### src/rtl/uart_tx_fifo_if.sv
// Write-side bus of the UART transmitter: push handshake plus FIFO status.
interface uart_tx_fifo_if #(
  parameter int unsigned DATA_BITS  = 8,
  parameter int unsigned FIFO_DEPTH = 16
);
  localparam int unsigned CW = $clog2(FIFO_DEPTH) + 1;

  logic                 wr_en;
  logic [DATA_BITS-1:0] wr_data;
  logic                 full;
  logic                 empty;
  logic [CW-1:0]        count;
  logic                 overflow;

  modport master (output wr_en, wr_data, input full, empty, count, overflow);
  modport slave  (input wr_en, wr_data, output full, empty, count, overflow);
endinterface

### src/rtl/uart_tx_fifo.sv
// UART transmitter fed by a write FIFO; queued words go out back-to-back
// with configurable width, parity and stop bits.
module uart_tx_fifo #(
  parameter int unsigned CLKS_PER_BIT = 868,
  parameter int unsigned DATA_BITS    = 8,
  parameter int unsigned PARITY       = 0,
  parameter int unsigned STOP_BITS    = 1,
  parameter int unsigned FIFO_DEPTH   = 16
) (
  input  logic           clk,
  input  logic           rst_l,
  uart_tx_fifo_if.slave  wr,
  output logic           busy,
  output logic           done,
  output logic           tx
);

  localparam int unsigned AW = $clog2(FIFO_DEPTH);
  localparam int unsigned CW = AW + 1;
  localparam int unsigned BW = $clog2(CLKS_PER_BIT);
  localparam int unsigned NW = $clog2(DATA_BITS);

  generate
    if (CLKS_PER_BIT < 2 || DATA_BITS < 5 || DATA_BITS > 9 || PARITY > 2 ||
        STOP_BITS < 1 || STOP_BITS > 2 || FIFO_DEPTH < 2 ||
        (FIFO_DEPTH & (FIFO_DEPTH - 1)) != 0) begin : g_bad_params
      $error("uart_tx_fifo: unsupported parameter value");
    end
  endgenerate

  typedef enum logic [2:0] {S_IDLE, S_START, S_DATA, S_PARITY, S_STOP} state_t;

  // FIFO storage and bookkeeping
  logic [DATA_BITS-1:0] mem [FIFO_DEPTH];
  logic [AW-1:0]        wr_ptr, rd_ptr;
  logic [CW-1:0]        count_q, count_d;
  logic                 full_q, empty_q, ovf_q;
  logic                 push_c, pop_c;
  logic [DATA_BITS-1:0] head_c;

  assign push_c  = wr.wr_en && !full_q;
  assign head_c  = mem[rd_ptr];
  assign count_d = count_q + CW'(push_c) - CW'(pop_c);

  always_ff @(posedge clk) begin
    if (push_c) mem[wr_ptr] <= wr.wr_data;
  end

  always_ff @(posedge clk or negedge rst_l) begin
    if (!rst_l) begin
      wr_ptr  <= '0;
      rd_ptr  <= '0;
      count_q <= '0;
      full_q  <= 1'b0;
      empty_q <= 1'b1;
      ovf_q   <= 1'b0;
    end else begin
      if (push_c) wr_ptr <= wr_ptr + AW'(1);
      if (pop_c)  rd_ptr <= rd_ptr + AW'(1);
      count_q <= count_d;
      full_q  <= (count_d == CW'(FIFO_DEPTH));
      empty_q <= (count_d == '0);
      if (wr.wr_en && full_q) ovf_q <= 1'b1;
    end
  end

  assign wr.full     = full_q;
  assign wr.empty    = empty_q;
  assign wr.count    = count_q;
  assign wr.overflow = ovf_q;

  // Serialiser state
  state_t               state_q, state_d;
  logic [BW-1:0]        baud_q, baud_d;
  logic [NW-1:0]        bit_q, bit_d;
  logic                 stop_q, stop_d;
  logic [DATA_BITS-1:0] shreg_q, shreg_d;
  logic                 par_q, par_d;
  logic                 tx_q, tx_d;
  logic                 busy_q, busy_d;
  logic                 done_q, done_d;
  logic                 load_c, baud_last_c, stop_last_c;

  assign baud_last_c = (baud_q == BW'(CLKS_PER_BIT - 1));
  assign stop_last_c = (stop_q == 1'(STOP_BITS - 1));

  always_ff @(posedge clk or negedge rst_l) begin
    if (!rst_l) begin
      state_q <= S_IDLE;
      baud_q  <= '0;
      bit_q   <= '0;
      stop_q  <= 1'b0;
      shreg_q <= '0;
      par_q   <= 1'b0;
      tx_q    <= 1'b1;
      busy_q  <= 1'b0;
      done_q  <= 1'b0;
    end else begin
      state_q <= state_d;
      baud_q  <= baud_d;
      bit_q   <= bit_d;
      stop_q  <= stop_d;
      shreg_q <= shreg_d;
      par_q   <= par_d;
      tx_q    <= tx_d;
      busy_q  <= busy_d;
      done_q  <= done_d;
    end
  end

  always_comb begin
    state_d = state_q;
    baud_d  = baud_last_c ? '0 : baud_q + BW'(1);
    bit_d   = bit_q;
    stop_d  = stop_q;
    shreg_d = shreg_q;
    par_d   = par_q;
    tx_d    = tx_q;
    busy_d  = busy_q;
    done_d  = 1'b0;
    load_c  = 1'b0;
    pop_c   = 1'b0;

    case (state_q)
      S_IDLE: begin
        baud_d = '0;
        tx_d   = 1'b1;
        if (!empty_q) load_c = 1'b1;
      end
      S_START: begin
        if (baud_last_c) begin
          state_d = S_DATA;
          tx_d    = shreg_q[0];
          shreg_d = shreg_q >> 1;
          bit_d   = '0;
        end
      end
      S_DATA: begin
        if (baud_last_c) begin
          if (bit_q == NW'(DATA_BITS - 1)) begin
            stop_d = 1'b0;
            if (PARITY != 0) begin
              state_d = S_PARITY;
              tx_d    = par_q;
            end else begin
              state_d = S_STOP;
              tx_d    = 1'b1;
            end
          end else begin
            bit_d   = bit_q + NW'(1);
            tx_d    = shreg_q[0];
            shreg_d = shreg_q >> 1;
          end
        end
      end
      S_PARITY: begin
        if (baud_last_c) begin
          state_d = S_STOP;
          tx_d    = 1'b1;
          stop_d  = 1'b0;
        end
      end
      S_STOP: begin
        // done is registered, so raise it one cycle ahead of the final cycle
        if (stop_last_c && baud_q == BW'(CLKS_PER_BIT - 2)) done_d = 1'b1;
        if (baud_last_c) begin
          if (!stop_last_c) begin
            stop_d = 1'b1;
          end else if (!empty_q) begin
            load_c = 1'b1;
          end else begin
            state_d = S_IDLE;
            busy_d  = 1'b0;
          end
        end
      end
      default: state_d = S_IDLE;
    endcase

    // Pop the head word and open a new frame with its start bit
    if (load_c) begin
      pop_c   = 1'b1;
      shreg_d = head_c;
      par_d   = (^head_c) ^ (PARITY == 1);
      state_d = S_START;
      baud_d  = '0;
      tx_d    = 1'b0;
      busy_d  = 1'b1;
    end
  end

  assign tx   = tx_q;
  assign busy = busy_q;
  assign done = done_q;

endmodule

### src/flat_wrapper.sv
// flat-port wrapper written by rule: the top's interface ports become plain ports
module uart_tx_fifo_flat 
#(
  parameter int unsigned CLKS_PER_BIT = 868,
  parameter int unsigned DATA_BITS    = 8,
  parameter int unsigned PARITY       = 0,
  parameter int unsigned STOP_BITS    = 1,
  parameter int unsigned FIFO_DEPTH   = 16
)
  (clk, rst_l, busy, done, tx, wr_wr_en, wr_wr_data, wr_full, wr_empty, wr_count, wr_overflow);
  uart_tx_fifo_if #(.DATA_BITS(DATA_BITS), .FIFO_DEPTH(FIFO_DEPTH)) wr_i ();
  input  logic clk;
  input  logic rst_l;
  output logic busy;
  output logic done;
  output logic tx;
  input wire logic [$bits(wr_i.wr_en)-1:0] wr_wr_en;
  input wire logic [$bits(wr_i.wr_data)-1:0] wr_wr_data;
  output wire logic [$bits(wr_i.full)-1:0] wr_full;
  output wire logic [$bits(wr_i.empty)-1:0] wr_empty;
  output wire logic [$bits(wr_i.count)-1:0] wr_count;
  output wire logic [$bits(wr_i.overflow)-1:0] wr_overflow;
  assign wr_i.wr_en = wr_wr_en;
  assign wr_i.wr_data = wr_wr_data;
  assign wr_full = wr_i.full;
  assign wr_empty = wr_i.empty;
  assign wr_count = wr_i.count;
  assign wr_overflow = wr_i.overflow;
  uart_tx_fifo #(.CLKS_PER_BIT(CLKS_PER_BIT), .DATA_BITS(DATA_BITS), .PARITY(PARITY), .STOP_BITS(STOP_BITS), .FIFO_DEPTH(FIFO_DEPTH)) u_core (.clk(clk), .rst_l(rst_l), .wr(wr_i), .busy(busy), .done(done), .tx(tx));
endmodule
### config.mk
export PLATFORM = sky130hd
export DESIGN_NAME = uart_tx_fifo_flat
export DESIGN_NICKNAME = d
export VERILOG_FILES = /design/src/rtl/uart_tx_fifo_if.sv /design/src/rtl/uart_tx_fifo.sv /design/src/flat_wrapper.sv
export SDC_FILE = /design/constraint.sdc
export NUM_CORES = 1
export LEC_CHECK = 0
export CAP_MARGIN = 15
export CORE_ASPECT_RATIO = 0.6
export CORE_UTILIZATION = 35
export CTS_CLUSTER_SIZE = 8
export DETAILED_ROUTE_END_ITERATION = 16
export PLACE_DENSITY_LB_ADDON = 0.2
export SYNTH_ARGS = -nofsm -noshare
export SYNTH_HDL_FRONTEND = slang
export SYNTH_SLANG_ARGS = --single-unit
### constraint.sdc
create_clock -name clk -period 3.22 [get_ports clk]
set_input_delay 0.644 -clock clk [delete_from_list [all_inputs] [get_ports clk]]
set_output_delay 0.644 -clock clk [all_outputs]
set_load 0.05 [all_outputs]
======== Yosys cells after proc, flatten, opt, wreduce, memory -nomap -nowiden ========
Memory sizes are Yosys's and may differ from the RTL's.
Cells that the tools add are included.
cells by class
  add/sub/neg operators ................... 6
  equal/unequal tests ..................... 24
  mux-type cells .......................... 47
  bitwise logic cells ..................... 1
  reductions and logical operators ........ 19
operators with widths
  kind                                                   count
  two-way mux 3 bit                                      11
  two-way mux 8 bit                                      4
  two-way mux 10 bit                                     3
  two-way mux 1 bit                                      23
  == test 10 bit, second input constant                  2
  inequality test 3 x 1 -> 1 bit, second input constant  6
  one-hot mux 8 bit (2 select lines)                     1
  AND reduction 4 bit                                    4
  one-hot mux 3 bit (5 select lines)                     1
  inequality test 2 x 1 -> 1 bit, second input constant  6
  adder 10 x 1 -> 10 bit, second input constant          1
  adder 4 x 1 -> 4 bit, second input constant            2
  AND reduction 8 bit                                    1
  nonzero test 2 bit                                     4
  == test 3 x 2 -> 1 bit, second input constant          2
  == test 3 bit, second input constant                   2
  one-hot mux 3 bit (2 select lines)                     1
  nonzero test 3 bit                                     2
  adder 5 x 1 -> 5 bit                                   1
  == test 5 bit, second input constant                   1
  logical NOT 5 bit                                      1
  AND reduction 5 bit                                    1
  nonzero test 5 bit                                     1
  subtractor 5 x 1 -> 5 bit                              1
  12 further kinds                                       15
storage, ports and cells
  register bits ........................... 44
  bits in writable memories ............... 128
  input port bits ......................... 11
  word-level logic and storage cells ...... 112
  memories kept ........................... 1
memory list
  memory      words  bits a word  read ports  clocked after memory_dff  write ports  line                source
  u_core.mem  16     8            1           0                         1            uart_tx_fifo.sv:34  logic [DATA_BITS-1:0] mem [FIFO_DEPTH];

======== Depth between registers and ports, before layout ========
Gate-level depths: netlist of the first run.
  depth in word-level cells ............... 7
  mapped depth ............................ 14

======== Worst setup path before layout of the first run ========
No wires, ideal clock.
  kind .................................... flip-flop to flip-flop
  from .................................... register u_core.baud_q[4]
  to ...................................... register u_core.full_q, in the netlist u_core.wr.full
  library setup time ...................... 101 ps
  arrival time ............................ 3,178 ps
  path slack .............................. -59 ps
  stages on the path, launching flop included .. 14
  path buffers ............................ 1
  path through ............................ dfrtp_1 > or4b_4 > or3_1 > buf_6 > a21oi_4 > ha_1 > inv_1 > ha_1 > inv_1 > fa_1 > nor2b_1 > o21ai_0 > and3_1 > nor4_1
on the way
  cells in the longest elaborated chain, start to end .. 6
RTL lines
  element                             line                 source
  start, declared                     uart_tx_fifo.sv:74   logic [BW-1:0] baud_q, baud_d;
  start signal, assigned              uart_tx_fifo.sv:100  baud_q <= baud_d;
  == test 10 bit                      uart_tx_fifo.sv:84   assign baud_last_c = (baud_q == BW'(CLKS_PER_BIT - 1));
  two-way mux 1 bit                   uart_tx_fifo.sv:166  if (baud_last_c) begin
  one-hot mux 1 bit (2 select lines)  uart_tx_fifo.sv:124  case (state_q)
  two-way mux 1 bit                   uart_tx_fifo.sv:181  if (load_c) begin
  subtractor 5 x 1 -> 5 bit           uart_tx_fifo.sv:43   assign count_d = count_q + CW'(push_c) - CW'(pop_c);
  == test 5 bit                       uart_tx_fifo.sv:61   full_q <= (count_d == CW'(FIFO_DEPTH));
  end signal, assigned                uart_tx_fifo.sv:61
  end, declared                       uart_tx_fifo.sv:37   logic full_q, empty_q, ovf_q;
Every way passes these cells.
A chain may end at the register's enable or synchronous reset.

======== Worst setup path after layout of the first run ========
  from .................................... register u_core.baud_q[3]
  to ...................................... register u_core.empty_q, in the netlist u_core.wr.empty
on the way
  cells in the longest elaborated chain, start to end .. 6
RTL lines
  element                             line                 source
  == test 10 bit                      uart_tx_fifo.sv:84
  two-way mux 1 bit                   uart_tx_fifo.sv:166
  one-hot mux 1 bit (2 select lines)  uart_tx_fifo.sv:124
  two-way mux 1 bit                   uart_tx_fifo.sv:181
  subtractor 5 x 1 -> 5 bit           uart_tx_fifo.sv:43
  net u_core.count_d[1]               uart_tx_fifo.sv:36   logic [CW-1:0] count_q, count_d;
  logical NOT 5 bit                   uart_tx_fifo.sv:62   empty_q <= (count_d == '0);
  end signal, assigned                uart_tx_fifo.sv:62
  end, declared                       uart_tx_fifo.sv:37
The timed path passes the listed nets, and every way through them passes these cells.

==> results of run 1 <==
## worst paths after layout
check / endpoint / cells after the start / start / slack (ns)
max: u_core.wr.empty / 11 / u_core.baud_q[3] / 0.07
max reg2reg: u_core.wr.empty / 11 / u_core.baud_q[3] / 0.07
min in group clk: u_core.wr.overflow / 1 / u_core.wr.overflow / 0.47
min reg2reg: u_core.wr.overflow / 1 / u_core.wr.overflow / 0.47
min: u_core.wr.count[4] / 1 / rst_l / 0.38
max in group asynchronous: u_core.rd_ptr[0] / 1 / rst_l / 2.17
## placed cells by master (no fill, tap or decap), types with 3 or more instances in the layout
master                              n
sky130_fd_sc_hd__nor2b_1            4
sky130_fd_sc_hd__a22o_1            14
sky130_fd_sc_hd__ha_1              12
sky130_fd_sc_hd__nor2_1            29
sky130_fd_sc_hd__and3_1             4
sky130_fd_sc_hd__clkdlybuf4s50_1   20
sky130_fd_sc_hd__inv_6              3
sky130_fd_sc_hd__edfxtp_1         128
sky130_fd_sc_hd__a21oi_1            8
sky130_fd_sc_hd__nor3_1             8
sky130_fd_sc_hd__nand2_1           10
sky130_fd_sc_hd__buf_4             29
sky130_fd_sc_hd__inv_1             20
sky130_fd_sc_hd__inv_4              3
sky130_fd_sc_hd__nand2b_1           4
sky130_fd_sc_hd__inv_8              3
sky130_fd_sc_hd__xor2_1             8
sky130_fd_sc_hd__mux4_2            32
sky130_fd_sc_hd__clkinv_8           3
sky130_fd_sc_hd__inv_2              3
sky130_fd_sc_hd__xnor2_1            9
sky130_fd_sc_hd__o211ai_1          14
sky130_fd_sc_hd__o21ai_0            4
sky130_fd_sc_hd__nand3_1            6
sky130_fd_sc_hd__nand4_1           12
sky130_fd_sc_hd__clkbuf_16         17
sky130_fd_sc_hd__dfrtp_1           40
## layer usage
layer,track usage,vias to the layer above
met5,0,-
met4,0.0459,0
met3,0.0402,15
met2,0.213,95
met1,0.253,1965
li1,-,1749
## registers in the layout (all words and copies together) (netlist names)
| name | cells |
|---|---|
| u_core.mem | 128 |
| u_core.baud_q | 10 |
| u_core.shreg_q | 8 |
| u_core.wr.count | 5 |
| u_core.rd_ptr | 4 |
| u_core.wr_ptr | 4 |
| u_core.bit_q | 3 |
| u_core.state_q | 3 |
| u_core.busy | 1 |
| u_core.done | 1 |
| u_core.tx | 1 |
| u_core.wr.empty | 1 |
| u_core.wr.full | 1 |
| u_core.wr.overflow | 1 |
## stage by stage
step	setup TNS (ns)	power, uW	area, um^2	hold slack (ns)
global placement	0	3810	7760	0.439
detailed placement	-0.0218	3850	7760	0.463
finish	0	5910	8410	0.378
floorplan	-0.0602	3450	7090	0.348
CTS	0	5870	8350	0.414
global route	-0.0928	6190	8410	0.462
## worst reg2reg max path, cell delays in order (launching register included)
cell,delay [ns]
sky130_fd_sc_hd__dfrtp_1,0.39
sky130_fd_sc_hd__or4b_4,0.54
sky130_fd_sc_hd__or3_4,0.41
sky130_fd_sc_hd__a21oi_4,0.17
sky130_fd_sc_hd__ha_4,0.22
sky130_fd_sc_hd__inv_2,0.07
sky130_fd_sc_hd__ha_4,0.13
sky130_fd_sc_hd__inv_2,0.04
sky130_fd_sc_hd__fa_2,0.52
sky130_fd_sc_hd__inv_2,0.04
sky130_fd_sc_hd__or3_4,0.40
sky130_fd_sc_hd__nor4_4,0.14
## synth_stat cells (all sizes together), types with 9 or more instances
cell	n	area share
a21oi	9	0.0079
a22o	14	0.017
buf	9	0.0067
clkbuf	13	0.0069
dfrtp	41	0.14
edfxtp	128	0.54
ha	14	0.025
inv	23	0.012
mux4	32	0.10
nand2	10	0.0053
nand4	12	0.011
nor2	29	0.015
o211ai	14	0.015
xnor2	9	0.011
## cell type report
cell class / instances / area [um^2] / share of cell area
Clock inverter: 14 / 145 / 0.0173
Clock buffer: 18 / 439 / 0.0522
Multi-Input combinational cell: 212 / 2040 / 0.243
Timing Repair Buffer: 51 / 443 / 0.0527
Inverter: 23 / 86.3 / 0.0103
Sequential cell: 171 / 4920 / 0.585
Tap cell: 266 / 333 / 0.0396
## power breakdown
group	internal, uW	switching, uW
registers	2640	130
logic	426	717
clock network	1050	947
## cell families after synthesis
| logic type | count (synthesis) | share of synthesized area |
|---|---|---|
| buf+inv | 45 | 0.0258 |
| flops | 171 | 0.695 |
| fa+ha+maj | 15 | 0.0275 |
| compound gates | 56 | 0.0600 |
| simple gates | 90 | 0.0655 |
| xor+xnor | 17 | 0.0210 |
| mux | 34 | 0.105 |
## what timing repair did
| action | CTS | global route |
|---|---|---|
| gates resized for setup | 2 | 10 |
| buffers inserted | 0 | 1 |
| hold buffers | 0 | 0 |
| setup endpoints to repair | 2 | 3 |
| hold endpoints to repair | 0 | 0 |
| cloned | 0 | 0 |
==> results.py, run 1 <==
metrics = {
    "status": {
        "run_status": "completed",
    },
    "drt": {
        "dr_wl_met3_um": 1240,
        "detailedRoute.firstPassIterationCount": 6,
        "vias_per_cell": 5.06,
        "route.detailed.wl_per_inst_um": 20.2,
        "drt_drc_violations_left": 0,
        "postRouteAntennaNets": 0,
        "top_layer_used": "met4",
        "dr_wl_met2_um": 6340,
        "vias": 3824,
        "postRouteWirelength_um": 15300,
        "detailedRoute.firstIterationViolations": 289,
        "m1WireLength_um": 7530,
    },
    "timing": {
        "setup_ws_ns": 0.0715,
        "achievable_clock_frequency_mhz": 318,
        "period_share": 0.978,
        "rsz0062_at_grt": "true",
        "fin_crit_ns": 3.15,
        "skew_ns": 0.0153,
        "setup_viol_count_final": 0,
        "slew_headroom": 0.347,
        "tightestPinTransition_ns": 0.980,
        "final_max_slew_viol_count": 0,
        "report.final.hold_viol_count": 0,
    },
    "power_and_ir_drop": {
        "max-vdd-ir-drop_uv": 402,
        "power.density_mw_per_mm2": 703,
        "leakagePower_uw": 0.00301,
    },
    "global_route": {
        "number_of_antenna_violations_at_the_first_check_in_global_routing": 0,
        "number_of_global_route_vias_before_repair": 3889,
        "grt_use_total": 0.160,
        "grt_pass1_wl_um": 23800,
        "pin_count_of_the_biggest_net_entering_global_routing": 44,
        "globalRouteOverflowTotal": 0,
    },
    "clock_tree": {
        "clock_path_buffers": 2,
        "clkTransAtPathRegs_ns": 0.08,
        "clock_tree_from_tritoncts": "built",
        "tritoncts.num_buffers": 17,
        "clock_tree.root_cell": "sky130_fd_sc_hd__clkbuf_16",
        "clock_sinks": 171,
        "insertion_delay_ns": 0.43,
        "h-tree-depth": 4,
    },
    "cells_and_area": {
        "syn_to_final_growth_pct": 18.7,
        "count_of_fill_cells_added_during_filler_insertion": 1759,
        "layout.nets": 502,
        "layout.core_utilization": 0.433,
        "count_of_antenna_diodes_in_the_layout": 0,
        "drive_gt1_frac": 0.237,
        "finish.cell_count_without_fillers": 755,
    },
    "placement": {
        "dpl_hpwl_um": 10100,
        "dpl_worst_slack_ns": -0.0137,
        "finalWeightedCongestion": 0.743,
        "io_buffers": 21,
        "numPlacedInstances": 722,
    },
    "synthesis": {
        "ys_async_sr_fraction": 0.251,
        "syn-instance-count": 428,
        "synth_seq_cells": 171,
        "synth_edf_count": 128,
        "commonest_register_cell_after_synthesis": "sky130_fd_sc_hd__edfxtp_1",
        "synth_fp_nets": 454,
        "seq_total_area_yosys": 0.695,
        "syn_avg_cell_area_um2": 16.6,
        "synthesis.yosys.warnings": 0,
        "distinct_cells_synth": 47,
        "netlist_area_mm2": 0.00709,
    },
    "worst_setup_path": {
        "required_worst_endpoint_ns": 3.56,
        "highest_delay_cell_along_the_critical_path": "sky130_fd_sc_hd__or4b_4",
        "path_cells": "or4b_4, or3_4, a21oi_4, ha_4, inv_2, ha_4, inv_2, fa_2, inv_2, or3_4, nor4_4",
        "critical-path-top-cell-by-count": "sky130_fd_sc_hd__inv_2",
        "setup.worst_path.start_class": "flop",
        "critPathMaxStageDelay_ns": 0.54,
        "worst_ep_arrival_time_ns": 3.49,
        "critical-path-top-delay-family": "simple AND/OR/NAND/NOR gates",
        "worst-setup-path-type": "flop to flop",
        "crit_fanout": 2,
        "setup.worst_path.end_class": "flop",
        "worstPathBufferInverterCount": 3,
    },
    "floorplan": {
        "die_width_um": 186,
        "chip_height_um": 112,
        "dieArea_mm2": 0.0208,
        "core-area_mm2": 0.0194,
        "fp-row-count": 39,
        "top_level_ports": 22,
        "floorplan.initialDensity": 0.365,
    },
    "flow_run": {
        "maxCapViolations": 0,
    },
    "hold_path": {
        "worst_hold_path_type": "input pin to async pin",
    },
}
Note: power is estimated with default switching activity, not from simulation.
==> inputs of run 2 (changes only) <==
--- a/config.mk
+++ b/config.mk
@@ -7,6 +7,7 @@
 export LEC_CHECK = 0
 export CAP_MARGIN = 15
 export CORE_ASPECT_RATIO = 0.6
+export CORE_MARGIN = 3
 export CORE_UTILIZATION = 35
 export CTS_CLUSTER_SIZE = 8
 export DETAILED_ROUTE_END_ITERATION = 16
==> run 2 against run 1 <==
The run now ends with negative setup slack left. Cell area grew 0.62%. Sequential share of layout area fell by 0.36 points. Clock skew up 0.0024 ns.
==> results.py, run 2 (synthesized netlist as in run 1, its figures left out) <==
metrics = {
    "status": {
        "run_status": "finished, violations left",
        "violated_checks": "negative setup slack",
    },
    "power_and_ir_drop": {
        "power.density_mw_per_mm2": 716,
        "power.clock.fraction": 0.351,
        "leakagePower_uw": 0.00302,
        "p_int_uw": 4250,
        "power.share.sequential": 0.457,
        "p_comb_frac": 0.192,
        "power.switching_fraction": 0.298,
        "switching_power_uw": 1800,
        "max-vdd-ir-drop_uv": 376,
    },
    "worst_setup_path": {
        "critPathMaxStageDelay_ns": 0.54,
        "crit_path_end": "u_core.wr.empty",
        "crit_fanout": 2,
        "regToRegEndpoint": "u_core.wr.empty",
        "critical_path.reg2reg.startpoint": "u_core.baud_q[3]",
        "setup.worst_path.start_class": "flop",
        "setup.worst_path.end_class": "flop",
        "path_cells": "or4b_4, or3_4, a21oi_4, ha_4, inv_4, ha_4, inv_2, fa_2, inv_2, or3_4, nor4_4",
        "flop2flop_setup_slack_ns": -0.05,
        "critical-path-top-delay-family": "simple AND/OR/NAND/NOR gates",
        "worst_case_reg_to_reg_path_depth": 11,
        "worstPathBufferInverterCount": 3,
        "crit_cells": 11,
        "worst-setup-path-type": "flop to flop",
        "worstSetupStartpoint": "u_core.baud_q[3]",
        "required_worst_endpoint_ns": 3.57,
        "highest_delay_cell_along_the_critical_path": "sky130_fd_sc_hd__or4b_4",
        "worst_ep_arrival_time_ns": 3.61,
    },
    "placement": {
        "numPlacedInstances": 723,
        "io_buffers": 21,
        "dpl_hpwl_um": 10100,
        "dpl-instance-area_mm2": 0.00778,
        "finalWeightedCongestion": 0.790,
    },
    "floorplan": {
        "dieArea_mm2": 0.0220,
        "fp-row-count": 39,
        "die_width_um": 190,
        "core-area_mm2": 0.0194,
        "chip_height_um": 116,
        "floorplan.initialDensity": 0.365,
        "top_level_ports": 22,
    },
    "cells_and_area": {
        "drive_gt1_frac": 0.237,
        "final_cell_mix": "sky130_fd_sc_hd__edfxtp_1 (128), sky130_fd_sc_hd__dfrtp_1 (40), sky130_fd_sc_hd__mux4_2 (32)",
        "multi_input_area_mm2": 0.00204,
        "syn_to_final_growth_pct": 19.4,
        "number_of_flip_flops_in_the_largest_register": 128,
        "layout.core_utilization": 0.436,
        "largest-register": "u_core.mem",
        "layout.nets": 502,
        "postLayoutCellArea_mm2": 0.00846,
        "count_of_fill_cells_added_during_filler_insertion": 1720,
        "reg.largest.list": "u_core.mem: 128 flops, u_core.baud_q: 10 flops, u_core.shreg_q: 8 flops",
        "final_common_cell": "sky130_fd_sc_hd__edfxtp_1",
        "count_of_antenna_diodes_in_the_layout": 0,
        "finish.cell_count_without_fillers": 755,
        "ff_latch_area_mm2": 0.00492,
    },
    "global_route": {
        "grt_pass1_wl_um": 23900,
        "pin_count_of_the_biggest_net_entering_global_routing": 36,
        "number_of_global_route_vias_before_repair": 3989,
        "number_of_antenna_violations_at_the_first_check_in_global_routing": 0,
        "grt_use_total": 0.149,
        "globalRouteOverflowTotal": 0,
    },
    "timing": {
        "period_share": 1.01,
        "final_max_slew_viol_count": 0,
        "skew_ns": 0.0177,
        "slew_headroom": 0.462,
        "tightestPinTransition_ns": 0.806,
        "setup_viol_count_final": 1,
        "setup_ws_ns": -0.0456,
        "report.final.hold_viol_count": 0,
        "setup_total_negative_slack_ns": -0.0456,
        "achievable_clock_frequency_mhz": 306,
        "rsz0062_at_grt": "true",
        "fin_crit_ns": 3.27,
    },
    "clock_tree": {
        "clock_tree.root_cell": "sky130_fd_sc_hd__clkbuf_16",
        "h-tree-depth": 4,
        "clock_tree_from_tritoncts": "built",
        "tritoncts.num_buffers": 17,
        "insertion_delay_ns": 0.44,
        "clock_sinks": 171,
        "clock_path_buffers": 2,
        "clkTransAtPathRegs_ns": 0.07,
    },
    "drt": {
        "detailedRoute.firstPassIterationCount": 5,
        "route.detailed.wl_per_inst_um": 20.3,
        "detailedRoute.firstIterationViolations": 347,
        "drt_drc_violations_left": 0,
        "postRouteWirelength_um": 15300,
        "vias_per_cell": 5.10,
        "vias": 3853,
        "postRouteAntennaNets": 0,
    },
    "flow_run": {
        "maxCapViolations": 0,
    },
    "hold_path": {
        "worst_hold_path_type": "input pin to async pin",
    },
}
==> run 2: worst register-to-register path, stage by stage, from the launching register on <==
cell and delay (ns):
sky130_fd_sc_hd__dfrtp_1 0.38, sky130_fd_sc_hd__or4b_4 0.54, sky130_fd_sc_hd__or3_4 0.40, sky130_fd_sc_hd__a21oi_4 0.19, sky130_fd_sc_hd__ha_4 0.23, sky130_fd_sc_hd__inv_4 0.05
sky130_fd_sc_hd__ha_4 0.13, sky130_fd_sc_hd__inv_2 0.04, sky130_fd_sc_hd__fa_2 0.52, sky130_fd_sc_hd__inv_2 0.04, sky130_fd_sc_hd__or3_4 0.41, sky130_fd_sc_hd__nor4_4 0.27
==> run 2: power groups by stage <==
stage / clock network, uW / logic (uW) / registers [uW]
floorplan: 0 / 517 / 2930
global placement: 0 / 1010 / 2800
detailed placement: 0 / 1040 / 2810
CTS: 2170 / 1070 / 2770
global route: 2270 / 1270 / 2790
finish: 2130 / 1160 / 2770
==> run 2: per-stage QoR <==
step	setup slack [ns]	hold WS [ns]	total power, uW
2_1_floorplan	-0.0347	0.348	3450
3_3_place_gp	0.0460	0.438	3820
3_5_place_dp	-0.0296	0.455	3850
4_1_cts	0.00781	0.274	6010
5_1_grt	-0.150	0.297	6340
6_report	-0.0456	0.252	6050
==> run 2: layout make-up <==
cell class / instances / share of cell area
timing repair buffer: 51 / 0.0538
clock inverter: 15 / 0.0232
clock buffer: 17 / 0.0503
multi-input combinational: 212 / 0.241
inverter: 23 / 0.0105
tap: 266 / 0.0393
sequential: 171 / 0.582
==> run 2: how the worst min path moves through the flow <==
stage | startpoint | end | slack [ns] | cells after the start
after floorplan | rst_l | u_core.baud_q[0] | 0.35 | 0
after global placement | u_core.wr.overflow | u_core.wr.overflow | 0.44 | 1
after detailed placement | u_core.wr.overflow | u_core.wr.overflow | 0.46 | 1
after CTS | rst_l | u_core.wr.overflow | 0.27 | 1
after global routing | rst_l | u_core.wr.count[4] | 0.30 | 1
final | rst_l | u_core.wr.count[3] | 0.25 | 1
==> run 2: layer usage <==
metal / global-route usage / up-vias / wire length (um)
met3: 0.0369 / 17 / 759
met5: 0 / - / 0
met2: 0.200 / 72 / 6300
met4: 0.0463 / 0 / 179
li1: - / 1759 / -
met1: 0.235 / 2005 / 8080
==> run 2: repair_timing <==
| action | in CTS | in global routing |
|---|---|---|
| gates resized for setup | 3 | 10 |
| hold buffers | 0 | 0 |
| pin swaps | 0 | 1 |
| buffers inserted | 0 | 0 |
| endpoints found under the setup margin | 2 | 3 |
==> inputs of run 3 (changes only) <==
--- a/config.mk
+++ b/config.mk
@@ -8,7 +8,7 @@
 export CAP_MARGIN = 15
 export CORE_ASPECT_RATIO = 0.6
 export CORE_MARGIN = 3
-export CORE_UTILIZATION = 35
+export CORE_UTILIZATION = 55
 export CTS_CLUSTER_SIZE = 8
 export DETAILED_ROUTE_END_ITERATION = 16
 export PLACE_DENSITY_LB_ADDON = 0.2
==> run 3 against run 2 <==
The run now ends clean. Final cell count fell by 13%. Critical path depth is the same. Count of clock-buffer cells in the layout rose by 1. Flip-flop and latch count is the same. Largest cell class unchanged. Critical path type unchanged.
==> results.py, run 3 (synthesized netlist as in run 1, its figures left out) <==
metrics = {
    "placement": {
        "io_buffers": 21,
        "finalWeightedCongestion": 0.815,
        "dpl_worst_slack_ns": -0.122,
        "dpl_hpwl_um": 9410,
    },
    "worst_setup_path": {
        "setup.worst_path.end_class": "flop",
        "worst-setup-path-type": "flop to flop",
        "crit_fanout": 2,
        "required_worst_endpoint_ns": 3.54,
        "worst_ep_arrival_time_ns": 3.53,
        "flop2flop_setup_slack_ns": 0.02,
        "setup.worst_path.start_class": "flop",
    },
    "drt": {
        "top_layer_used": "met4",
        "detailedRoute.firstPassIterationCount": 5,
        "vias_per_cell": 5.97,
        "route.detailed.wl_per_inst_um": 21.6,
        "dr_wl_met2_um": 6770,
        "postRouteWirelength_um": 14100,
        "drt_drc_violations_left": 0,
        "postRouteAntennaNets": 0,
        "vias": 3902,
        "detailedRoute.firstIterationViolations": 262,
        "dr_wl_met3_um": 732,
        "m1WireLength_um": 6460,
    },
    "clock_tree": {
        "clock_tree_from_tritoncts": "built",
        "h-tree-depth": 4,
        "clock_path_buffers": 2,
        "clock_tree.root_cell": "sky130_fd_sc_hd__clkbuf_16",
        "cts.repair_timing.setup_buffer_count": 0,
        "insertion_delay_ns": 0.42,
        "tritoncts.num_buffers": 17,
        "clock_sinks": 171,
        "clkTransAtPathRegs_ns": 0.07,
    },
    "global_route": {
        "grt_pass1_wl_um": 22800,
        "globalRouteOverflowTotal": 0,
        "pin_count_of_the_biggest_net_entering_global_routing": 44,
        "grt_use_total": 0.216,
        "number_of_global_route_vias_before_repair": 4014,
        "number_of_antenna_violations_at_the_first_check_in_global_routing": 0,
    },
    "power_and_ir_drop": {
        "totalPowerFinal_uw": 5740,
        "leakagePower_uw": 0.00298,
        "power.density_mw_per_mm2": 698,
        "max-vdd-ir-drop_uv": 445,
    },
    "timing": {
        "period_share": 0.995,
        "setup_ws_ns": 0.0168,
        "slew_headroom": 0.380,
        "worst_hold_slack_ns": 0.357,
        "achievable_clock_frequency_mhz": 312,
        "fin_crit_ns": 3.20,
        "tightestPinTransition_ns": 0.930,
        "setup_viol_count_final": 0,
        "setup_total_negative_slack_ns": 0,
        "skew_ns": 0.0119,
        "final_max_slew_viol_count": 0,
        "rsz0062_at_grt": "true",
        "report.final.hold_viol_count": 0,
    },
    "cells_and_area": {
        "reg.largest.list": "u_core.mem: 128 flops, u_core.baud_q: 10 flops, u_core.shreg_q: 8 flops",
        "count_of_fill_cells_added_during_filler_insertion": 841,
        "final_cell_mix": "sky130_fd_sc_hd__edfxtp_1 (128), sky130_fd_sc_hd__dfrtp_1 (40), sky130_fd_sc_hd__mux4_2 (32)",
        "syn_to_final_growth_pct": 16.0,
        "layout.nets": 502,
        "count_of_antenna_diodes_in_the_layout": 0,
        "largest-register": "u_core.mem",
        "number_of_flip_flops_in_the_largest_register": 128,
        "layout.core_utilization": 0.666,
        "final_common_cell": "sky130_fd_sc_hd__edfxtp_1",
        "drive_gt1_frac": 0.219,
    },
    "flow_run": {
        "maxCapViolations": 0,
    },
    "floorplan": {
        "dieArea_mm2": 0.0143,
        "die_width_um": 153,
        "chip_height_um": 93.9,
        "core-area_mm2": 0.0123,
        "floorplan.initialDensity": 0.574,
        "fp-row-count": 31,
        "top_level_ports": 22,
    },
    "hold_path": {
        "worst_hold_path_type": "input pin to async pin",
    },
    "status": {
        "run_status": "completed",
    },
}
## run 3: changes by cell type in the layout (fill, tap and decap cells not counted), sizes merged
| cell | change |
|---|---|
| clkbuf | +1 |
| clkinvlp | +2 |
| bufinv | -2 |
| clkinv | -1 |
## run 3: final cells by class
type	instances	area (um^2)	share of cell area
clock buffers	18	429	0.0522
clock inverters	14	130	0.0158
inverters	23	86.3	0.0105
multi-input cells	212	2000	0.243
flip-flops and latches	171	4920	0.599
well taps	165	206	0.0251
repair buffers	51	443	0.0539
## run 3: layer usage
| layer | global-route usage | up-vias |
|---|---|---|
| met5 | 0 | - |
| met4 | 0.0697 | 0 |
| met3 | 0.0442 | 14 |
| met2 | 0.343 | 108 |
| met1 | 0.307 | 2026 |
| li1 | - | 1754 |
## run 3: worst paths after layout
path | start | cells past startpoint | end
hold / removal | rst_l | 1 | u_core.wr.count[0]
hold reg to reg | u_core.wr.overflow | 1 | u_core.wr.overflow
setup reg to reg | u_core.baud_q[3] | 11 | u_core.wr.full
min in group clk | u_core.wr.overflow | 1 | u_core.wr.overflow
setup / recovery | u_core.baud_q[3] | 11 | u_core.wr.full
max in group asynchronous | rst_l | 1 | u_core.rd_ptr[0]
## run 3: report_power, final
part           switching, uW  leakage, uW  internal [uW]
clock                    888     0.000262           1020
combinational            676      0.00103            390
sequential               126      0.00168           2640
total                   1690      0.00298           4050
## run 3: timing repair
action	4_1_cts	5_1_grt
setup endpoints to repair	2	3
resized for setup	3	0
hold buffers	0	0
pin swaps	1	0
## run 3: worst max-delay path, cell delays in order, from the launching register on
cell                      delay (ns)
sky130_fd_sc_hd__dfrtp_1        0.39
sky130_fd_sc_hd__or4b_4         0.55
sky130_fd_sc_hd__or3_4          0.40
sky130_fd_sc_hd__a21oi_4        0.15
sky130_fd_sc_hd__ha_1           0.24
sky130_fd_sc_hd__inv_1          0.05
sky130_fd_sc_hd__ha_1           0.15
sky130_fd_sc_hd__inv_1          0.05
sky130_fd_sc_hd__fa_1           0.47
sky130_fd_sc_hd__inv_1          0.05
sky130_fd_sc_hd__or3_1          0.42
sky130_fd_sc_hd__nor4_2         0.17
## run 3: per-stage QoR
step | area, um^2 | cells
2_1_floorplan | 7090 | 428
4_1_cts | 8220 | 654
3_3_place_gp | 7640 | 622
5_1_grt | 8220 | 654
3_5_place_dp | 7640 | 622
6_report | 8220 | 654
